[config.mk]
export PLATFORM = sky130hd
export DESIGN_NAME = div_2in
export DESIGN_NICKNAME = d
export VERILOG_FILES = /design/src/rtl/div_2in_pkg.sv /design/src/rtl/div_2in_divu_step.sv /design/src/rtl/div_2in.sv
export SDC_FILE = /design/constraint.sdc
export NUM_CORES = 1
export LEC_CHECK = 0
export ABC_AREA = 1
export BUFFER_PORTS_ARGS = -buffer_cell sky130_fd_sc_hd__buf_2
export CAP_MARGIN = 20
export CORE_MARGIN = 5
export CORE_UTILIZATION = 30
export CTS_CLUSTER_DIAMETER = 150
export DETAILED_ROUTE_END_ITERATION = 10
export GPL_TIMING_DRIVEN = 0
export SYNTH_ARGS = -nofsm -noshare
export SYNTH_HDL_FRONTEND = slang
export SYNTH_SLANG_ARGS = --single-unit
[constraint.sdc]
create_clock -name clk -period 7.6 [get_ports clk]
set_clock_uncertainty 0.1 [all_clocks]
set_input_delay 0.38 -clock clk [delete_from_list [all_inputs] [get_ports clk]]
set_output_delay 0.38 -clock clk [all_outputs]
set_load 0.02 [all_outputs]
[src/rtl/div_2in_pkg.sv]
// div_2in_pkg -- shared definitions for the fixed-point divider and the
// ANN multiplier path.
//   state_e         : divider FSM states (IDLE, CALC, ROUND)
//   WIDTH/FRAC/N    : default Q-format and iteration count
//   QMAX/QMIN       : saturation limits for the default width
//   qmax_f/qmin_f   : the same limits for an arbitrary width
//   round_sat       : round-half-up a magnitude that carries one extra
//                     fraction bit, clamp it and apply the sign
package div_2in_pkg;

  typedef enum logic [1:0] {
    IDLE  = 2'd0,
    CALC  = 2'd1,
    ROUND = 2'd2
  } state_e;

  localparam int unsigned WIDTH = 24;
  localparam int unsigned FRAC  = 16;
  localparam int unsigned N     = WIDTH + FRAC + 1;

  function automatic logic signed [63:0] qmax_f(input int unsigned w);
    return (64'sd1 <<< (w - 1)) - 64'sd1;
  endfunction

  function automatic logic signed [63:0] qmin_f(input int unsigned w);
    return -(64'sd1 <<< (w - 1));
  endfunction

  localparam logic signed [63:0] QMAX = qmax_f(WIDTH);
  localparam logic signed [63:0] QMIN = qmin_f(WIDTH);

  // q holds the magnitude with one extra fraction bit, so (q+1)>>1 rounds half
  // up on the magnitude, which is half away from zero once the sign goes on.
  // A negative result may reach magnitude 2^(w-1); a positive one only
  // 2^(w-1)-1. The return value is w-bit two's complement in the low bits.
  function automatic logic [63:0] round_sat(input logic [63:0] q,
                                            input logic        neg,
                                            input int unsigned w);
    logic [63:0] m;
    logic [63:0] lim;
    m   = (q + 64'd1) >> 1;
    lim = neg ? (64'd1 << (w - 1)) : ((64'd1 << (w - 1)) - 64'd1);
    if (m > lim) m = lim;
    return neg ? (~m + 64'd1) : m;
  endfunction

endpackage

[src/rtl/div_2in_divu_step.sv]
// div_2in_divu_step -- one combinational restoring-division step.
//   rem_i  : partial remainder (W+1 bits)
//   b_i    : unsigned divisor magnitude (W bits)
//   bit_i  : next dividend bit, shifted in at the LSB
//   rem_o  : updated remainder
//   qbit_o : quotient bit produced by this step
module divu_step #(
  parameter int W = 24
) (
  input  logic [W:0]   rem_i,
  input  logic [W-1:0] b_i,
  input  logic         bit_i,
  output logic [W:0]   rem_o,
  output logic         qbit_o
);

  logic [W+1:0] sh;
  logic [W+1:0] diff;

  // One guard bit above the remainder so the subtraction borrow is visible.
  assign sh     = {rem_i, bit_i};
  assign diff   = sh - {2'b00, b_i};
  assign qbit_o = ~diff[W+1];
  assign rem_o  = qbit_o ? diff[W:0] : sh[W:0];

endmodule

[src/rtl/div_2in.sv]
// div_2in -- sequential signed fixed-point divider, o_q = round(i_a / i_b),
// one quotient bit per cycle, fixed latency N+1 cycles from accept.
//   clk, rst  : clock, asynchronous active-high reset
//   i_start   : request, sampled only while idle
//   i_a, i_b  : dividend / divisor, signed Q(WIDTH-FRAC).FRAC
//   o_q       : quotient, held until the next result
//   o_valid   : one-cycle pulse when o_q/o_div0 update
//   o_busy    : division in progress (CALC and ROUND)
//   o_div0    : divisor was zero; held with o_q
module div_2in
  import div_2in_pkg::*;
#(
  parameter int WIDTH = div_2in_pkg::WIDTH,
  parameter int FRAC  = div_2in_pkg::FRAC
) (
  input  logic             clk,
  input  logic             rst,
  input  logic             i_start,
  input  logic [WIDTH-1:0] i_a,
  input  logic [WIDTH-1:0] i_b,
  output logic [WIDTH-1:0] o_q,
  output logic             o_valid,
  output logic             o_busy,
  output logic             o_div0
);

  localparam int NI = WIDTH + FRAC + 1;   // iterations = quotient bits
  localparam int CW = $clog2(NI + 1);

  state_e           state_q;
  logic [CW-1:0]    cnt_q;
  logic             sign_q;
  logic             div0_q;
  logic [WIDTH-1:0] b_q;
  logic [WIDTH:0]   rem_q;
  logic [NI-1:0]    dvd_q;   // |a| followed by FRAC+1 zero bits, MSB first
  logic [NI-1:0]    quo_q;

  logic [WIDTH:0]   rem_d;
  logic             qbit_d;
  logic [WIDTH-1:0] a_mag;
  logic [WIDTH-1:0] b_mag;
  logic [63:0]      rs;
  logic [WIDTH-1:0] res;
  logic             unused_rs;

  // Two's-complement magnitude; the most negative value maps to 2^(WIDTH-1),
  // which is still representable as an unsigned WIDTH-bit number.
  assign a_mag = i_a[WIDTH-1] ? (~i_a + 1'b1) : i_a;
  assign b_mag = i_b[WIDTH-1] ? (~i_b + 1'b1) : i_b;

  divu_step #(.W(WIDTH)) u_step (
    .rem_i  (rem_q),
    .b_i    (b_q),
    .bit_i  (dvd_q[NI-1]),
    .rem_o  (rem_d),
    .qbit_o (qbit_d)
  );

  assign rs        = round_sat(64'(quo_q), sign_q, WIDTH);
  assign unused_rs = ^rs[63:WIDTH];

  // With a zero divisor the sign reduces to the dividend sign, so the
  // saturation limit follows i_a's polarity.
  always_comb begin
    res = rs[WIDTH-1:0];
    if (div0_q) res = sign_q ? {1'b1, {(WIDTH-1){1'b0}}} : {1'b0, {(WIDTH-1){1'b1}}};
  end

  always_ff @(posedge clk or posedge rst) begin
    if (rst) begin
      state_q <= IDLE;
      cnt_q   <= '0;
      sign_q  <= 1'b0;
      div0_q  <= 1'b0;
      b_q     <= '0;
      rem_q   <= '0;
      dvd_q   <= '0;
      quo_q   <= '0;
      o_q     <= '0;
      o_valid <= 1'b0;
      o_busy  <= 1'b0;
      o_div0  <= 1'b0;
    end else begin
      o_valid <= 1'b0;
      unique case (state_q)
        IDLE: begin
          if (i_start) begin
            state_q <= CALC;
            cnt_q   <= CW'(NI);
            sign_q  <= i_a[WIDTH-1] ^ i_b[WIDTH-1];
            div0_q  <= (i_b == '0);
            b_q     <= b_mag;
            rem_q   <= '0;
            dvd_q   <= {a_mag, {(FRAC+1){1'b0}}};
            quo_q   <= '0;
            o_busy  <= 1'b1;
          end
        end
        CALC: begin
          rem_q <= rem_d;
          quo_q <= {quo_q[NI-2:0], qbit_d};
          dvd_q <= {dvd_q[NI-2:0], 1'b0};
          cnt_q <= cnt_q - 1'b1;
          if (cnt_q == CW'(1)) state_q <= ROUND;
        end
        ROUND: begin
          o_q     <= res;
          o_div0  <= div0_q;
          o_valid <= 1'b1;
          o_busy  <= 1'b0;
          state_q <= IDLE;
        end
        default: state_q <= IDLE;
      endcase
    end
  end

endmodule
# Yosys cells after proc, flatten, opt, wreduce, memory -nomap -nowiden
# Cells that the tools add are included.
word_totals:
  elab_cells: 59
  out_inout_bits: 27
  ff_bits: 168
  in_bits: 51
classes:
  n_lt_le_gt_ge: 1
  n_reduce_logical: 8
  n_addsub: 6
  n_eq_ne: 5
  muxes: 22
  bitwise_logic: 5
ops:
  columns: ["cell", "n"]
  rows:
  - ["2-to-1 mux 24 bit", 7]
  - ["one-hot mux 41 bit (2 select lines)", 2]
  - ["2-to-1 mux 41 bit", 2]
  - ["adder 24 x 1 -> 24 bit (second input constant)", 3]
  - ["inverter 24 bit", 3]
  - ["2-to-1 mux 25 bit", 2]
  - ["one-hot mux 25 bit (2 select lines)", 1]
  - ["adder 41 x 1 -> 42 bit (second input constant)", 1]
  - ["greater-than comparator 41 x 24 -> 1 bit", 1]
  - ["subtractor 26 x 24 -> 26 bit", 1]
  - ["zero test 24 bit", 1]
  - ["one-hot mux 6 bit (2 select lines)", 1]
  - ["AND reduction 2 bit", 4]
  - ["equality test 6 x 1 -> 1 bit (second input constant)", 1]
  - ["2-to-1 mux 6 bit", 1]
  - ["subtractor 6 x 1 -> 6 bit (second input constant)", 1]
  - ["2-to-1 mux 2 bit", 2]
  - ["!= test 2 bit (second input constant)", 2]
  - ["one-hot mux 2 bit (2 select lines)", 1]
  - ["nonzero test 2 bit", 2]
  - ["equality test 2 x 1 -> 1 bit (second input constant)", 1]
  - ["equality test 2 bit (second input constant)", 1]
  - ["zero test 2 bit", 1]
  - ["2-to-1 mux 1 bit", 2]
  - ["other kinds (3)", 3]

# Logic depth before layout (Yosys ltp)
logic_depth:
  word_depth: 7
  depth_mapped: 35
  depth_no_buf: 33

# Hierarchy
# A second synthesis with hierarchy kept.
hier_totals:
  hier_cells: 1745
  area_unflattened_um2: 11871.4
by_module_without_submodules:
  columns: ["mod", "seq_area_each_um2", "cells_each", "area_each_um2", "instances"]
  rows:
  - ["div_2in", 3778.6, 1249, 9502.9, 1]
  - ["divu_step", 0.0, 496, 2368.5, 1]

# Least setup slack after synthesis
# OpenSTA, ideal clock, no wires.
synth_path:
  path_kind: "register to register"
  startpoint: "register quo_q[0]"
  endpoint: "register o_q[22]"
  required_time_ns: 7.422
  setup_ns: 0.078
  n_path_buf: 2
  path_stages_with_launch: 34
  period_less_slack_ns: 4.306
  path_slack_ns: 3.294
  t_arrival_ns: 4.129
  path_cell_list: "dfrtp_1 ha_1 nand2_2 nor2_4 nand2_4 nor2_1 nand2_1 nor2_1 xor2_1 inv_1 ha_1 nand2_1 nor4_1 nand2_1 nor2_1 nand3_1 nor2_1 nand2_1 nand3_4 buf_6 clkbuf_1 nand2_1 inv_1 ha_1 inv_1 a21oi_1 nand2_1 nor2_2 nand3_2 nand2_2 nand2_1 nand2_1 nand3_1 a21oi_1"
synth_via:
  elab_chain_len: 7
synth_lines:
  columns: ["item", "line_no", "text"]
  rows:
  - ["start: declaration", "div_2in.sv:37", "logic [NI-1:0] quo_q;"]
  - ["start signal: assignment", "div_2in.sv:102", "quo_q <= {quo_q[NI-2:0], qbit_d};"]
  - ["adder 41 x 1 -> 42 bit *", "div_2in_pkg.sv:41", "m = (q + 64'd1) >> 1;"]
  - ["greater-than comparator 41 x 24 -> 1 bit", "div_2in_pkg.sv:43", "if (m > lim) m = lim;"]
  - ["2-to-1 mux 24 bit *", "div_2in_pkg.sv:43", null]
  - ["inverter 24 bit", "div_2in_pkg.sv:44", "return neg ? (~m + 64'd1) : m;"]
  - ["adder 24 x 1 -> 24 bit", "div_2in_pkg.sv:44", null]
  - ["2-to-1 mux 24 bit *", "div_2in_pkg.sv:44", null]
  - ["2-to-1 mux 24 bit *", "div_2in.sv:67", "if (div0_q) res = sign_q ? {1'b1, {(WIDTH-1){1'b0}}} : {1'b0, {(WIDTH-1){1'b1}}};"]
  - ["end signal: assignment", "div_2in.sv:108", "o_q <= res;"]
  - ["end: declaration", "div_2in.sv:21", "output logic [WIDTH-1:0] o_q,"]
# Every way passes the cells marked *; elsewhere a longest branch is shown, timed or not.
# A chain may end at the register's enable or synchronous reset.

# Final worst setup path
layout_path:
  startpoint: "register sign_q"
  endpoint: "register o_q[22]"
layout_via:
  elab_chain_len: 7
  elab_cells_between_ends: 8
  classes_between: "1 x add/sub; 1 x order compare; 5 x mux; 1 x bitwise"
layout_lines:
  columns: ["item", "line_no", "text"]
  rows:
  - ["start: declaration", "div_2in.sv:32", "logic sign_q;"]
  - ["start signal: assignment", "div_2in.sv:91", "sign_q <= i_a[WIDTH-1] ^ i_b[WIDTH-1];"]
  - ["2-to-1 mux 24 bit", "div_2in_pkg.sv:42, div_2in.sv:67", null]
  - ["greater-than comparator 41 x 24 -> 1 bit", "div_2in_pkg.sv:43", null]
  - ["2-to-1 mux 24 bit", "div_2in_pkg.sv:43", null]
  - ["inverter 24 bit", "div_2in_pkg.sv:44", null]
  - ["adder 24 x 1 -> 24 bit", "div_2in_pkg.sv:44", null]
  - ["2-to-1 mux 24 bit", "div_2in_pkg.sv:44", null]
  - ["2-to-1 mux 24 bit *", "div_2in.sv:67", null]
# Marked as above.

==> out/summary.md <==
* finished, final reports clean — outcome
* 151 — clock sinks
* 48 — Unique masters post-synth
* 17 — CTS Buf Count
* nand2_1 (340), inv_1 (176), nor2_1 (164) — commonest cells after routing, fill and taps aside
* 10114 — number of global-route vias before repair
* 0 — number of warnings issued by yosys
* 5.724 ns — crit path time final
* 10414 — via count
* 1631 — Syn Nets
* 633 — number of DRC violations after detailed-routing iteration 0
* no — unrepaired setup endpoints after global routing
* 0 — antenna violations before repair
* 0.2133 — M1 GR Usage
* 0.7532 — post-route fraction of the period consumed by the critical path
* 0 — sum of overflow across all layers after global routing
* 1.000 — proportion of synthesized flip-flops having asynchronous set or reset
* register — Worst Setup End Kind
* 32340 microns — Total Wirelength
* 0.3047 — initial cell density of the core
* 40120 sq um — total die area
* 0 — total inserted antenna cells
* 23 — crit path max fanout
* 0.1579 — global-route usage over all layers
* 0.1999 mV — maximum VDD drop
* 0 — Post-CTS Setup Inserts
* 4 — count of H-tree levels built during CTS
* 35660 sq um — Core Box Area
* 0.44 ns — clock insertion delay at the later pin of the skew report
* 6.000 nW — static leakage
* 25260 microns — estimated wirelength of the detail-placed design
* dfrtp_1 — CP max-delay cell
* 5 — detailed-routing iteration count for the pre-antenna-repair pass
* 0 — number of max-slew violations in the final report
* 15.43 microns — drt wl/cell
* 0 — Final Hold Viols
* nand2_1 — commonest non-fill, non-tap cell in the layout
* 7.86 ns — worst endpoint required time
* 5.99 ns — data arrival time of the worst path
* 151 — post-synthesis sequential element count
* 15.07% — layout-stage area growth over the synthesis result
* 0 ns — Fin Setup TNS
* 0.3067 — tightest slew margin relative to the limit
* 0.1034 — ratio of cells with drive above 1 in the final layout
* 0 — Max-cap violations
* 2 — Max Root-Sink Buffers
* 1728 — count of nets after finishing
* 0.08 ns — Clock transition at path regs
* clkbuf_16 — library cell used as clock root buffer
* 94 — maximum number of pins on one net before global-route repair
* 4.969 — Vias/cell
* 1525 — synthesized instance count
* input port to register — type of the worst min-delay path
* met2 — routing layer with the top usage in global route
* 0 — final routed DRC violation total
* 0.96 ns — delay of the slowest critical-path stage
* 76 — count of buffers from port buffering
* 142.7 nW/um^2 — power density over the cells
* 10860 sq um — Syn Std Cell Area
* 69 — row cnt
* nand2_1 — cell seen most often among critical-path stages
* 0 — number of nets with antenna violations after detailed routing
* dfrtp_1 — Main synth FF type
* 78 — total I/O pin count
* 52390 microns — first-pass GRT wire length
* 0.1747 GHz — fmax
* register to register — category of the critical setup timing path
* 0.02151 — met3 Resource Use GR
* 1.036 ns — Least-Margin Pin Slew
* 0.3478 — fraction of the yosys area taken by sequential cells
* 7.123 sq um — syn_area_per_cell
* 200.3 microns — die extent in y
* 0.2689 — M2 GR Usage
* 0.3506 — final core utilization
* 0.9329 — GP Congestion
* 0 — final-report setup violation count
* 200.3 microns — width of the chip
* 0 — number of flops mapped to enable cells by yosys
* built — clock tree from TritonCTS
* register — CP Launch Type
==> where the power goes <==
group	total, mW	internal, mW	switching, mW	leakage, nW
combinational	0.0757	0.0265	0.0493	3.84
sequential	0.803	0.803	0	1.85
clock	0.906	0.457	0.448	0.305
==> cell families after synthesis <==
| kind of cell | share of synthesized area |
|---|---|
| DFF | 0.3478 |
| AOI/OAI and AO/OA | 0.1591 |
| xor gates and xnor gates | 0.05483 |
| and+or+nand+nor | 0.2881 |
| adders and majority gates | 0.06404 |
| buffers and inverters | 0.08615 |
==> what timing repair did <==
action	CTS	global route
setup endpoints to repair	0	0
endpoints found under the hold margin	58	0
hold buffers	1	0
resized for setup	0	0
==> flip-flops by register name (all words and copies together), names as in the netlist, 2 cells and up <==
name     flops
b_q         24
cnt_q        6
dvd_q       24
o_q         24
quo_q       41
rem_q       25
state_q      2
==> synth_stat cells (2+ instances only) <==
cell type / number / area share
ha_1: 54 / 0.062
o211ai_1: 23 / 0.016
nor2_4: 3 / 0.0031
clkinv_1: 3 / 0.0010
o22ai_1: 54 / 0.031
buf_6: 3 / 0.0031
dfrtp_1: 151 / 0.35
or2_2: 4 / 0.0023
xnor2_1: 17 / 0.014
nand2_4: 2 / 0.0021
nand3b_1: 6 / 0.0041
a21o_1: 2 / 0.0014
nor3_2: 2 / 0.0018
nor3_1: 21 / 0.0097
nand2_2: 11 / 0.0063
o21ai_1: 6 / 0.0028
inv_1: 177 / 0.061
and2_1: 3 / 0.0017
nor2_2: 14 / 0.0081
a22oi_1: 21 / 0.015
nor2_1: 164 / 0.057
o21a_1: 2 / 0.0014
nand2_1: 340 / 0.12
o311ai_0: 2 / 0.0016
xor2_1: 51 / 0.041
inv_2: 3 / 0.0010
nor4_1: 8 / 0.0046
nand3_1: 107 / 0.049
buf_2: 6 / 0.0028
nand3_2: 7 / 0.0065
buf_1: 2 / 0.00069
nand4_1: 21 / 0.012
o221ai_1: 4 / 0.0032
o21ai_0: 88 / 0.041
clkbuf_1: 40 / 0.014
a31oi_1: 3 / 0.0017
o32ai_1: 2 / 0.0016
a21oi_1: 88 / 0.041
==> worst paths after layout <==
kind | startpoint | to | slack, ns | cells after the start
worst max-delay path | sign_q | o_q[22] | 1.88 | 27
worst min-delay path | i_a[22] | dvd_q[39] | 0.13 | 3
worst max register to register | sign_q | o_q[22] | 1.88 | 27
worst min register to register | o_div0 | o_div0 | 0.39 | 2
max in group asynchronous | rst | dvd_q[38] | 6.05 | 4
min in group asynchronous | rst | o_q[5] | 0.46 | 3
==> routing by layer <==
metal,wire length (microns),vias to the layer above
li1,-,5276
met1,15160,4842
met2,15320,260
met3,1325,36
met4,537,0
met5,0,-
==> critical path, delay by kind of cell (launching register included) <==
| kind | cells | cell delay (ns) |
|---|---|---|
| AO/OA/AOI/OAI | 2 | 0.26 |
| AND/OR/NAND/NOR | 16 | 2.06 |
| buffers and inverters | 7 | 1.67 |
| adder cells (fa/ha/maj) | 2 | 0.60 |
| flip-flops | 1 | 0.96 |
==> area by class of cell <==
cell class | count | area, sq um
clock buffers | 17 | 425.4
inverters | 183 | 691.9
multi-input cells | 1137 | 6148
repair buffers | 78 | 417.9
flip-flops and latches | 151 | 3779
well taps | 461 | 576.8
clock inverters | 15 | 211.5
fillers | 3832 | 23160
plain buffers | 54 | 249.0
==> stage by stage <==
step,hold slack [ns],total power [mW],setup WS (ns),instances,cell area (sq um)
after CTS,0.1053,1.805,1.924,2096,12500
final,0.1277,1.784,1.876,2096,12500
after floorplan,0.3527,0.8607,3.055,1525,10860
after detailed placement,0.3783,0.8953,1.941,2063,11850
after global routing,0.1376,1.845,1.465,2096,12500
after global placement,0.3699,0.8921,1.163,2062,11820
Power figures use the tool's default switching activity.
